<file path="src/rtl/axis_nibble_pkg.sv">
// Shared constants and state type for the nibble-stream source, buffer and sink.
package axis_nibble_pkg;

    localparam int unsigned AXN_DATA_W    = 4;
    localparam int unsigned AXN_NUM_BEATS = 4;
    localparam int unsigned AXN_CNT_W     = 8;

    typedef enum logic {
        IDLE_S = 1'b0,
        SEND_S = 1'b1
    } axn_state_e;

endpackage

</file>
<file path="src/rtl/axis_nibble_tx.sv">
// AXI-stream nibble source: serialises a latched packet word LSB beat first,
// honouring backpressure, with a wrapping completed-packet counter.
module axis_nibble_tx
    import axis_nibble_pkg::*;
#(
    parameter int unsigned DATA_W    = AXN_DATA_W,
    parameter int unsigned NUM_BEATS = AXN_NUM_BEATS,
    parameter int unsigned LEN_W     = $clog2(NUM_BEATS),
    parameter int unsigned CNT_W     = AXN_CNT_W
) (
    input  logic                        clk_i,
    input  logic                        arst_i,
    input  logic                        cmd_valid_i,
    output logic                        cmd_ready_o,
    input  logic [DATA_W*NUM_BEATS-1:0] cmd_data_i,
    input  logic [LEN_W-1:0]            cmd_len_i,
    output logic                        tvalid_o,
    input  logic                        tready_i,
    output logic [DATA_W-1:0]           tdata_o,
    output logic                        tlast_o,
    output logic                        busy_o,
    output logic [CNT_W-1:0]            pkt_cnt_o
);

    axn_state_e                 state_q, state_d;
    logic [DATA_W*NUM_BEATS-1:0] shreg_q, shreg_d;
    logic [LEN_W-1:0]           beat_rem_q, beat_rem_d;
    logic                       tlast_q, tlast_d;
    logic [CNT_W-1:0]           pkt_cnt_q, pkt_cnt_d;

    always_comb begin
        state_d    = state_q;
        shreg_d    = shreg_q;
        beat_rem_d = beat_rem_q;
        tlast_d    = tlast_q;
        pkt_cnt_d  = pkt_cnt_q;
        case (state_q)
            IDLE_S: begin
                if (cmd_valid_i) begin
                    shreg_d    = cmd_data_i;
                    beat_rem_d = cmd_len_i;
                    tlast_d    = (cmd_len_i == '0);
                    state_d    = SEND_S;
                end
            end
            SEND_S: begin
                if (tready_i) begin
                    if (tlast_q) begin
                        state_d   = IDLE_S;
                        tlast_d   = 1'b0;
                        pkt_cnt_d = pkt_cnt_q + CNT_W'(1);
                    end else begin
                        // beat_rem counts beats still to come after the current one
                        shreg_d    = shreg_q >> DATA_W;
                        beat_rem_d = beat_rem_q - LEN_W'(1);
                        tlast_d    = (beat_rem_q == LEN_W'(1));
                    end
                end
            end
            default: begin
                state_d = IDLE_S;
                tlast_d = 1'b0;
            end
        endcase
    end

    always_ff @(posedge clk_i or posedge arst_i) begin
        if (arst_i) begin
            state_q    <= IDLE_S;
            shreg_q    <= '0;
            beat_rem_q <= '0;
            tlast_q    <= 1'b0;
            pkt_cnt_q  <= '0;
        end else begin
            state_q    <= state_d;
            shreg_q    <= shreg_d;
            beat_rem_q <= beat_rem_d;
            tlast_q    <= tlast_d;
            pkt_cnt_q  <= pkt_cnt_d;
        end
    end

    // Handshake outputs decode straight from state so reset drops them at once.
    assign cmd_ready_o = (state_q == IDLE_S);
    assign busy_o      = (state_q == SEND_S);
    assign tvalid_o    = (state_q == SEND_S);
    assign tlast_o     = tlast_q;
    assign tdata_o     = shreg_q[DATA_W-1:0];
    assign pkt_cnt_o   = pkt_cnt_q;

endmodule

</file>
<file path="config.mk">
export PLATFORM = sky130hd
export DESIGN_NAME = axis_nibble_tx
export DESIGN_NICKNAME = d
export VERILOG_FILES = /design/src/rtl/axis_nibble_pkg.sv /design/src/rtl/axis_nibble_tx.sv
export SDC_FILE = /design/constraint.sdc
export NUM_CORES = 1
export LEC_CHECK = 0
export BUFFER_PORTS_ARGS = -buffer_cell sky130_fd_sc_hd__buf_2
export CAP_MARGIN = 20
export CORE_UTILIZATION = 55
export CTS_CLUSTER_DIAMETER = 80
export DETAILED_ROUTE_END_ITERATION = 8
export HOLD_SLACK_MARGIN = 0.1
export PLACE_DENSITY = 0.93
export SLEW_MARGIN = 20
export SYNTH_ARGS = -nofsm -noshare
export SYNTH_HDL_FRONTEND = slang
export SYNTH_SLANG_ARGS = --single-unit
export TNS_END_PERCENT = 100
</file>
<file path="constraint.sdc">
create_clock -name clk_i -period 3.2 [get_ports clk_i]
set_input_delay 0.32 -clock clk_i [delete_from_list [all_inputs] [get_ports clk_i]]
set_output_delay 0.32 -clock clk_i [all_outputs]
set_load 0.005 [all_outputs]
</file>
==> reports/metrics.cfg <==
[setup_path]
cp-start-kind=register
path_class=reg2reg
cp_max_fo=23
worst_ep_required_time_ns=3.44
arrival_ns=2.33
r2r_slack_ns=1.10
reg2reg_to=shreg_q[6]
r2r-start=busy_o
r2r_cells=3
cp-end-kind=register

[timing]
finalSetupViolations=0
min_period_ns=2.10
slew_headroom_pct=43.2
finalHoldViolCount=0
max_freq_mhz=477
fin_skew_ns=0.00644
fin_crit_sh_pct=65.5
grt_setup_unrepaired=no
final.setup.tns_ns=0
worst_slew_pin_slew_ns=0.852
slew_viol_final=0

[pwr]
peakVddDrop_uv=560
pwr_density_cell_nw_per_um2=880
cellLeakagePower_nw=0.821

[finish]
n_antenna_cell=0
final_nets=169
stdcell_area_sq_um=1620
synthToLayoutAreaGrowth_pct=14.2
final_cells=174
fillers=209
mostFrequentLayoutCell=buf_2
drive_gt1_share_pct=49.3
final_cell_mix=buf_2 (37), dfrtp_1 (28), mux2_2 (21)

[min_path]
holdPathEnd=shreg_q[14]
min-delay-start=cmd_data_i[14]
whs_path_depth=3
hold_class=in2reg

[synth]
avgSynthCellArea_sq_um=12.9
yosys.area.top_type_share_pct=49.3
async_flop_share_pct=100
synth_cell_types=31
netlist_instances=110
netlist_area_sq_um=1420
synth_area_leader_cell=dfrtp_1
synth_edf_count=0
synth_warnings=0
ys_seq_area_share_pct=49.3
syn-num-nets=134
ys_top_cells_by_area=dfrtp_1 (49%), mux2_2 (17%), mux2_4 (4.2%)
synthFlopType=dfrtp_1
ys_seq_elements=28

[clocking]
cts.repair_timing.setup_buffer_count=0
clk_pin_slew_ns=0.15
cts_sinks=28
cts_buffers=3
cts-root-buf=clkbuf_4
cts_resized=0
cts_tree=built
htreeDepth=1
clkLatencyLatePin_ns=0.34
clk_path_buf_depth=2

[grt]
grt_overflow=0
antenna_found_initial=0
grt_pass1_wl_mm=3.88
grt_usage_pct=20.0
grt_max_degree=29
first_global_vias=853

[routing]
firstDrtPassIters=6
viasPerCell=5.31
drt_iter0_markers=11
drt.antenna.violating_nets=0
num_vias=924
drt_wl_total_mm=2.51
drcViolationCount=1
wl_per_cell_microns=14.4

[floorplanning]
io_pins=38
die_w_microns=52.8
rows=18
core_sq_um=2450
die-area_sq_um=2790
start_util_pct=57.8
die_h_microns=52.8

[placement]
dp.cells=169
place_congestion=0.707
placed_area_sq_um=1560
portBuffers=37
post-dp-hpwl_mm=1.83

[job]
maxCapViolCount=0

[run_status]
outcome=finished, violations left
violations=DRC

state kept, by name, indices dropped and copies added, names as in the netlist:
register and count:
busy_o 1, pkt_cnt_o 8, tlast_o 1, beat_rem_q 2, shreg_q 16
cell usage after synthesis, types with 2 or more instances:
cell type	count
buf_4	5
mux2_2	21
xnor2_1	3
mux2_4	4
ha_1	2
inv_1	8
xor2_1	4
mux2i_1	2
nand2b_1	2
o21ai_0	4
dfrtp_1	28
nor3_1	2
nand3_1	7
worst max path at each step:
stage	startpoint	to	slack, ns	cells past startpoint
finish	busy_o	shreg_q[6]	1.10	3
CTS	busy_o	shreg_q[6]	1.07	3
detailed placement	busy_o	shreg_q[6]	1.10	3
floorplan	busy_o	shreg_q[10]	1.82	4
global placement	busy_o	shreg_q[3]	1.21	3
global route	busy_o	shreg_q[6]	0.95	3
kinds of logic after synthesis:
logic type / Yosys count / synth area share [%]
buf+inv: 16 / 8.02
mux: 27 / 22.3
simple gates: 21 / 9.43
xor+xnor: 7 / 4.32
fa+ha+maj: 2 / 1.76
flops: 28 / 49.3
compound gates: 9 / 4.85
power by group:
part           internal [mW]  switching, mW  leakage [nW]
registers              0.495          0.149         0.356
logic                  0.338          0.210         0.437
clock network          0.127          0.108        0.0279
total                  0.960          0.466         0.821
what timing repair did:
action	CTS	global route
hold buffers	0	1
setup endpoints to repair	0	0
hold endpoints to repair	0	28
routing by layer:
layer  wire, microns  GRT usage [%]
met3             105           2.90
met5               0              0
met2            1210           32.5
met4              36           10.5
met1            1150           25.5
per-stage QoR:
| stage | power (mW) | hold WS (ns) | setup slack, ns | util, % |
|---|---|---|---|---|
| global route | 1.52 | 0.242 | 0.950 | 66.1 |
| floorplan | 1.11 | 0.385 | 1.82 | - |
| CTS | 1.44 | 0.217 | 1.07 | 65.6 |
| detailed placement | 1.21 | 0.457 | 1.10 | 63.5 |
| global placement | 1.16 | 0.456 | 1.21 | 63.5 |
| finish | 1.43 | 0.217 | 1.10 | 66.1 |
critical path: stages, from the launching register on:
cell,delay [ns]
dfrtp_1,0.93
nand2_2,0.13
o21ai_4,0.52
mux2_2,0.40
cell type report:
class	count	area [sq um]	area share, %
Clock inverter	1	30.0	1.85
Sequential cell	28	701	43.2
Timing Repair Buffer	38	195	12.0
Tap cell	30	37.5	2.31
Clock buffer	3	22.5	1.39
Multi-Input combinational cell	66	606	37.3
Inverter	8	30.0	1.85
(Power assumes the default switching activity.)
